File: config.mk
export PLATFORM = sky130hd
export DESIGN_NAME = vga_sync_gen
export DESIGN_NICKNAME = d
export VERILOG_FILES = /design/src/rtl/vga_pkg.sv /design/src/rtl/pixel_tick_gen.sv /design/src/rtl/vga_sync_gen.sv
export SDC_FILE = /design/constraint.sdc
export NUM_CORES = 1
export LEC_CHECK = 0
export ABC_AREA = 1
export CORE_MARGIN = 8
export CORE_UTILIZATION = 31
export CTS_CLUSTER_DIAMETER = 120
export DETAILED_ROUTE_END_ITERATION = 10
export HOLD_SLACK_MARGIN = 0.03
export PLACE_DENSITY = 0.62
export SLEW_MARGIN = 5
export SYNTH_ARGS = -nofsm -noshare
export SYNTH_HDL_FRONTEND = slang
export SYNTH_HIERARCHICAL = 1
export SYNTH_SLANG_ARGS = --single-unit
File: constraint.sdc
create_clock -name clk -period 2.8 [get_ports clk]
set_input_delay 0.28 -clock clk [delete_from_list [all_inputs] [get_ports clk]]
set_output_delay 0.28 -clock clk [all_outputs]
set_load 0.02 [all_outputs]
File: src/rtl/vga_pkg.sv
// rtl/vga_pkg.sv - shared VGA timing constants and counter helpers
package vga_pkg;

    // Counter width shared by x/y and the graphics blocks that consume them.
    localparam int CNT_W = 10;

    typedef logic [CNT_W-1:0] cnt_t;

    // 640x480 @ 60 Hz horizontal timing, in pixels.
    localparam int H_DISP  = 640;
    localparam int H_FRONT = 16;
    localparam int H_SYNC  = 96;
    localparam int H_BACK  = 48;

    // 640x480 @ 60 Hz vertical timing, in lines.
    localparam int V_DISP  = 480;
    localparam int V_FRONT = 10;
    localparam int V_SYNC  = 2;
    localparam int V_BACK  = 33;

    localparam int H_TOTAL = H_DISP + H_FRONT + H_SYNC + H_BACK;
    localparam int V_TOTAL = V_DISP + V_FRONT + V_SYNC + V_BACK;

    // Inclusive sync pulse windows.
    localparam int H_SYNC_START = H_DISP + H_FRONT;
    localparam int H_SYNC_END   = H_DISP + H_FRONT + H_SYNC - 1;
    localparam int V_SYNC_START = V_DISP + V_FRONT;
    localparam int V_SYNC_END   = V_DISP + V_FRONT + V_SYNC - 1;

    // Active-low sync level for a counter value against an inclusive window.
    function automatic logic sync_level(input cnt_t cnt, input cnt_t first, input cnt_t last);
        return !((cnt >= first) && (cnt <= last));
    endfunction

endpackage

File: src/rtl/pixel_tick_gen.sv
// rtl/pixel_tick_gen.sv - mod-DIV clock divider producing a one-clk pixel strobe
module pixel_tick_gen #(
    parameter int DIV = 4
) (
    input  logic clk,
    input  logic reset,
    output logic p_tick
);

    // DIV must be at least 2 so the strobe is low while reset holds the divider at 0.
    localparam int W = (DIV > 1) ? $clog2(DIV) : 1;
    localparam logic [W-1:0] DIV_LAST = W'(DIV - 1);

    logic [W-1:0] div_cnt;

    // Divider counts 0..DIV-1 on every clock and restarts from 0 on reset.
    always_ff @(posedge clk) begin
        if (reset) begin
            div_cnt <= '0;
        end else if (div_cnt == DIV_LAST) begin
            div_cnt <= '0;
        end else begin
            div_cnt <= div_cnt + 1'b1;
        end
    end

    assign p_tick = (div_cnt == DIV_LAST);

endmodule

File: src/rtl/vga_sync_gen.sv
// rtl/vga_sync_gen.sv - VGA raster counters with registered sync outputs
module vga_sync_gen
    import vga_pkg::*;
#(
    parameter int DIV = 4,
    parameter int HD  = H_DISP,
    parameter int HF  = H_FRONT,
    parameter int HS  = H_SYNC,
    parameter int HB  = H_BACK,
    parameter int VD  = V_DISP,
    parameter int VF  = V_FRONT,
    parameter int VS  = V_SYNC,
    parameter int VB  = V_BACK
) (
    input  logic       clk,
    input  logic       reset,
    output logic       hsync,
    output logic       vsync,
    output logic       video_on,
    output logic       p_tick,
    output logic [9:0] x,
    output logic [9:0] y,
    output logic       frame_tick
);

    // Geometry derived from the parameters so non-default builds stay consistent.
    localparam cnt_t LINE_LAST  = cnt_t'(HD + HF + HS + HB - 1);
    localparam cnt_t FRAME_LAST = cnt_t'(VD + VF + VS + VB - 1);
    localparam cnt_t X_DISP     = cnt_t'(HD);
    localparam cnt_t Y_DISP     = cnt_t'(VD);
    localparam cnt_t Y_DISP_END = cnt_t'(VD - 1);
    localparam cnt_t HS_FIRST   = cnt_t'(HD + HF);
    localparam cnt_t HS_LAST    = cnt_t'(HD + HF + HS - 1);
    localparam cnt_t VS_FIRST   = cnt_t'(VD + VF);
    localparam cnt_t VS_LAST    = cnt_t'(VD + VF + VS - 1);

    cnt_t x_next;
    cnt_t y_next;

    pixel_tick_gen #(
        .DIV (DIV)
    ) u_pixel_tick_gen (
        .clk    (clk),
        .reset  (reset),
        .p_tick (p_tick)
    );

    // Next raster position: advance only on pixel ticks, y steps when x wraps.
    always_comb begin
        x_next = x;
        y_next = y;
        if (p_tick) begin
            if (x == LINE_LAST) begin
                x_next = '0;
                if (y == FRAME_LAST) begin
                    y_next = '0;
                end else begin
                    y_next = y + 10'd1;
                end
            end else begin
                x_next = x + 10'd1;
            end
        end
    end

    // Counters and syncs share one register stage; syncs are decoded from the
    // next position so they change on the same edge as x/y and never glitch.
    always_ff @(posedge clk) begin
        if (reset) begin
            x     <= '0;
            y     <= '0;
            hsync <= 1'b1;
            vsync <= 1'b1;
        end else begin
            x     <= x_next;
            y     <= y_next;
            hsync <= sync_level(x_next, HS_FIRST, HS_LAST);
            vsync <= sync_level(y_next, VS_FIRST, VS_LAST);
        end
    end

    assign video_on   = (x < X_DISP) && (y < Y_DISP);
    assign frame_tick = p_tick && (x == LINE_LAST) && (y == Y_DISP_END);

endmodule

# After elaboration in Yosys (flattened, before gate mapping)
# Cells that the tools add are included.
[totals]
out_inout_bits = 25
register_bits = 24
input_bits = 2
wordCells = 31
[classes]
n_eq_ne = 4
n_reduce_logical = 8
n_addsub = 3
n_lt_le_gt_ge = 6
n_mux = 5
[ops]
columns = ["operator", "count"]
rows = [
  ["10-bit two-way mux", 5],
  ["10-bit by 1-bit adder with 10-bit output, second input constant", 2],
  ["10-bit equality test, second input constant", 2],
  ["10-bit by 9-bit equality test with 1-bit output, second input constant", 1],
  ["10-bit greater-or-equal comparator, second input constant", 1],
  ["10-bit by 9-bit greater-or-equal comparator with 1-bit output, second input constant", 1],
  ["10-bit <= comparator, second input constant", 1],
  ["10-bit by 9-bit <= comparator with 1-bit output, second input constant", 1],
  ["10-bit less-than comparator, second input constant", 1],
  ["10-bit by 9-bit less-than comparator with 1-bit output, second input constant", 1],
  ["1-bit logical AND", 5],
  ["2-bit by 1-bit adder with 2-bit output, second input constant", 1],
  ["2-bit equality test, second input constant", 1],
  ["1-bit logical NOT", 2],
  ["2-bit OR reduction", 1],
]

# Logic depth before layout (Yosys ltp)
# Gate-level depths: netlist (run 1).
[depth]
ltp_word = 7
ltp_mapped = 12

# Cells and area by module
# Netlist (run 1), hierarchy kept.
[by_module_without_submodules]
columns = ["module", "area_per_inst_um2", "instances", "seq_area_each_um2", "cells_per_inst"]
rows = [
  ["vga_sync_gen", 1383.8, 1, 440.4, 203],
  ["pixel_tick_gen", 75.1, 1, 40.0, 9],
]

# Least setup slack after synthesis (run 1)
# OpenSTA, ideal clock, no wires.
[synth_path]
kind = "register to output"
start = "register x[1]"
end = "output port frame_tick"
t_required_ns = 2.520
setup_slack_ns = 0.698
n_path_buf = 0
path_stages_with_launch = 8
t_arrival_ns = 1.822
path_cell_list = "dfxtp_1 > ha_1 > nand2_2 > nor2_4 > nand2_4 > nor3_4 > inv_2 > nor4_1"
[synth_between]
elab_chain_len = 3
[synth_lines]
columns = ["item", "line_no", "source"]
rows = [
  ["start, declared", "vga_sync_gen.sv:21", "output logic [9:0] x,"],
  ["start signal, assigned", "vga_sync_gen.sv:75", "x <= x_next;"],
  ["10-bit equality test", "vga_sync_gen.sv:83", "assign frame_tick = p_tick && (x == LINE_LAST) && (y == Y_DISP_END);"],
  ["1-bit logical AND (2 in a row)", "vga_sync_gen.sv:83", ""],
  ["end, declared", "vga_sync_gen.sv:23", "output logic frame_tick"],
]
# No other way between the ends.

# Worst setup path after layout (run 1)
# Same ends and word-level chain as after synthesis.

==> metrics.md, run 1 <==
| Metric | Value |
|---|---|
| Cell row count | 25 |
| Tightest Pin Transition | 0.386 ns |
| Area delta synth->final | 27.9% |
| CP Capture Type | primary output |
| Full die area | 7160 um2 |
| Remaining antenna violation count | 0 |
| Port bufs | 26 |
| Synth cell types | 33 |
| Initial antenna violation count | 0 |
| Max-cap violations | 0 |
| Final Skew | 0.00721 ns |
| Initial Util | 31.5% |
| Status | completed |
| Post-CTS sizing | 0 |
| Routed vias/inst | 4.62 |
| Hold crit path type | reg -> reg |
| RD Place Congestion | 0.863 |
| Die height | 84.6 um |
| Drt wl/cell | 12.3 um |
| Final worst slack | 0.184 ns |
| P_leak | 0.802 nW |
| CTS tree | built |
| Tot GR Track Use | 10.6% |
| Worst hold margin | 0.425 ns |
| GR Overflow Total | 0 |
| Synthesized netlist cell count | 212 |
| Global-route wire length before repair | 6140 um |
| Drt pass-1 iters | 4 |
| Share of layout cells above drive strength 1 | 18.2% |
| Core footprint | 4630 um2 |
| Synthesis-stage register bit count | 24 |
| Num CTS Buffers | 3 |
| Clock slew at reported path FFs | 0.09 ns |
| WS Path Type | reg -> out |
| Crit path arrival time | 2.34 ns |
| RSZ-0062 raised after global routing | false |
| Fill cell count | 495 |
| Skew-Pair Late Insertion Delay | 0.27 ns |
| Max_slew headroom | 74.2% |
| Io pins | 27 |
| DR vias | 1368 |
| H-tree Lvls | 1 |
| Clk buf depth | 2 |
| Clock sink count | 24 |
| Worst slack at placement | 0.542 ns |
| Drt drc | 0 |
| Vias in the first global route | 1305 |
| Netlist area before placement | 1460 um2 |
| Post-DP HPWL | 2920 um |
| CP Max Fanout | 4 |
| Final Max Slew Viols | 0 |
| Iter 0 DRT Violations | 108 |
| Net Count, Synth | 218 |
| Pwr per Cell Area | 383 nW/um2 |
| Final setup fails | 0 |
| Final net count | 249 |
| Minimum clock period after layout | 2.62 ns |
| Final hold vios | 0 |
| Post-CTS Setup Inserts | 0 |
| Synth warn | 6 |
| Root buffer cell | clkbuf_8 |
| Die W | 84.6 um |
| Register area share after synthesis | 32.9% |
| Period utilization | 93.4% |
| Startpoint types | flop |
| Max VDD drop | 0.170 mV |
| Setup TNS | 0 ns |
| Synth Area per Inst | 6.88 um2 |
| Final WL | 3650 um |
| CP required | 2.52 ns |
| Diode count | 0 |
| Hold_buf cts | 0 |
| Largest net degree at the start of global routing | 15 |
| Top achievable clock speed | 382 MHz |
## layer usage
layer  part of all wire (%)  vias up  GRT usage [%]
met5                      0        -              0
met2                     47       26           17.1
met3                    4.0        4           1.95
met1                     48      608           13.0
li1                       -      730              -
met4                    1.5        0           5.18
## worst max-delay path, cell delays in order, from the launching register on
cell and delay [ns]:
dfxtp_1 0.40, ha_1 0.20, nand2_2 0.10, nor2_4 0.11
nand2_4 0.07, nor3_4 0.22, inv_2 0.08, nor4_1 0.21
clkdlybuf4s50_1 0.67
## cells by family (layout without fill, tap and decap cells)
group / after synthesis / in the layout / share of synthesized area [%]
AO/OA/AOI/OAI: 17 / 17 / 7.38
XOR/XNOR: 2 / 2 / 1.20
adder cells (fa/ha/maj): 4 / 4 / 3.43
buffers and inverters: 38 / 68 / 9.78
flip-flops: 24 / 24 / 32.9
AND/OR/NAND/NOR: 127 / 127 / 45.3
## cells in the mapped netlist
cell type  count  area share, %
nand2_1       44             11
nor2_1        29            7.5
inv_1         28            7.2
dfxtp_1       24             33
nand3_1       14            4.8
nor2_2         9            3.9
inv_2          8            2.1
a21oi_1        7            2.4
nand2_2        7            3.0
nand4_1        5            2.1
ha_1           4            3.4
nand3_2        4            2.7
nor3_1         4            1.4
clkbuf_1       2           0.51
nor2_4         2            1.5
nor4_1         2           0.86
o21ai_0        2           0.69
o21ai_1        2           0.69
a21oi_2        1           0.60
a221oi_1       1           0.60
a31oi_1        1           0.43
nand2_4        1           0.77
nand3_4        1            1.2
nand3b_1       1           0.51
nor2_8         1            1.4
nor3_2         1           0.69
nor3_4         1            1.1
nor3b_1        1           0.51
o21ai_2        1           0.60
o21bai_1       1           0.51
o22ai_2        1           0.86
xnor2_1        1           0.60
xor2_1         1           0.60
## path summary, 6_finish.rpt
path / start / slack [ns] / endpoint / cells past startpoint
max: x[1] / 0.18 / frame_tick / 8
min: u_pixel_tick_gen/div_cnt[0] / 0.43 / u_pixel_tick_gen/div_cnt[0] / 1
max reg2reg: u_pixel_tick_gen/div_cnt[0] / 0.99 / hsync / 9
min reg2reg: u_pixel_tick_gen/div_cnt[0] / 0.43 / u_pixel_tick_gen/div_cnt[0] / 1
## power by group
part / switching, mW / internal (mW) / total, mW
Combinational: 0.0313 / 0.0187 / 0.0500
Sequential: 0.00540 / 0.348 / 0.353
Clock: 0.120 / 0.191 / 0.311
Total: 0.156 / 0.558 / 0.714
## stage by stage
stage,util (%),cells,cell area (um2),power (mW)
5_1_grt,40.3,296,1870,0.747
6_report,40.3,296,1870,0.714
3_5_place_dp,38.8,292,1790,0.412
4_1_cts,40.3,296,1870,0.722
3_3_place_gp,38.8,292,1790,0.412
2_1_floorplan,-,212,1460,0.392
## flip-flops by register name (all words and copies together), names as in the netlist
signal                    count
hsync                         1
u_pixel_tick_gen/div_cnt      2
vsync                         1
y                            10
x                            10
## layout by cell type, fill, tap and decap left out, drive strengths merged
cell	count
bufinv	1
o21bai	1
xor2	1
nor3	6
o22ai	1
xnor2	1
nand3	19
o21ai	5
ha	4
buf	2
dfxtp	24
clkbuf	3
a221oi	1
a21oi	8
clkdlybuf4s50	26
nor3b	1
nand3b	1
nand4	5
a31oi	1
nor2	41
nor4	2
inv	36
nand2	52
## cell type report
cell class / instances / area [um2] / area share (%)
Clock buffer: 3 / 41.3 / 2.21
Sequential cell: 24 / 480 / 25.8
Inverter: 36 / 135 / 7.24
Multi-Input combinational cell: 150 / 836 / 44.8
Timing Repair Buffer: 28 / 275 / 14.8
Clock inverter: 1 / 30.0 / 1.61
Tap cell: 54 / 67.6 / 3.62
No activity file was read; power rests on OpenSTA's default activity.
==> run 2: changes to the inputs <==
- SLEW_MARGIN: 5 -> 20
==> results of run 2 <==
The final DEF is identical to that of run 1; final timing and power are the same.
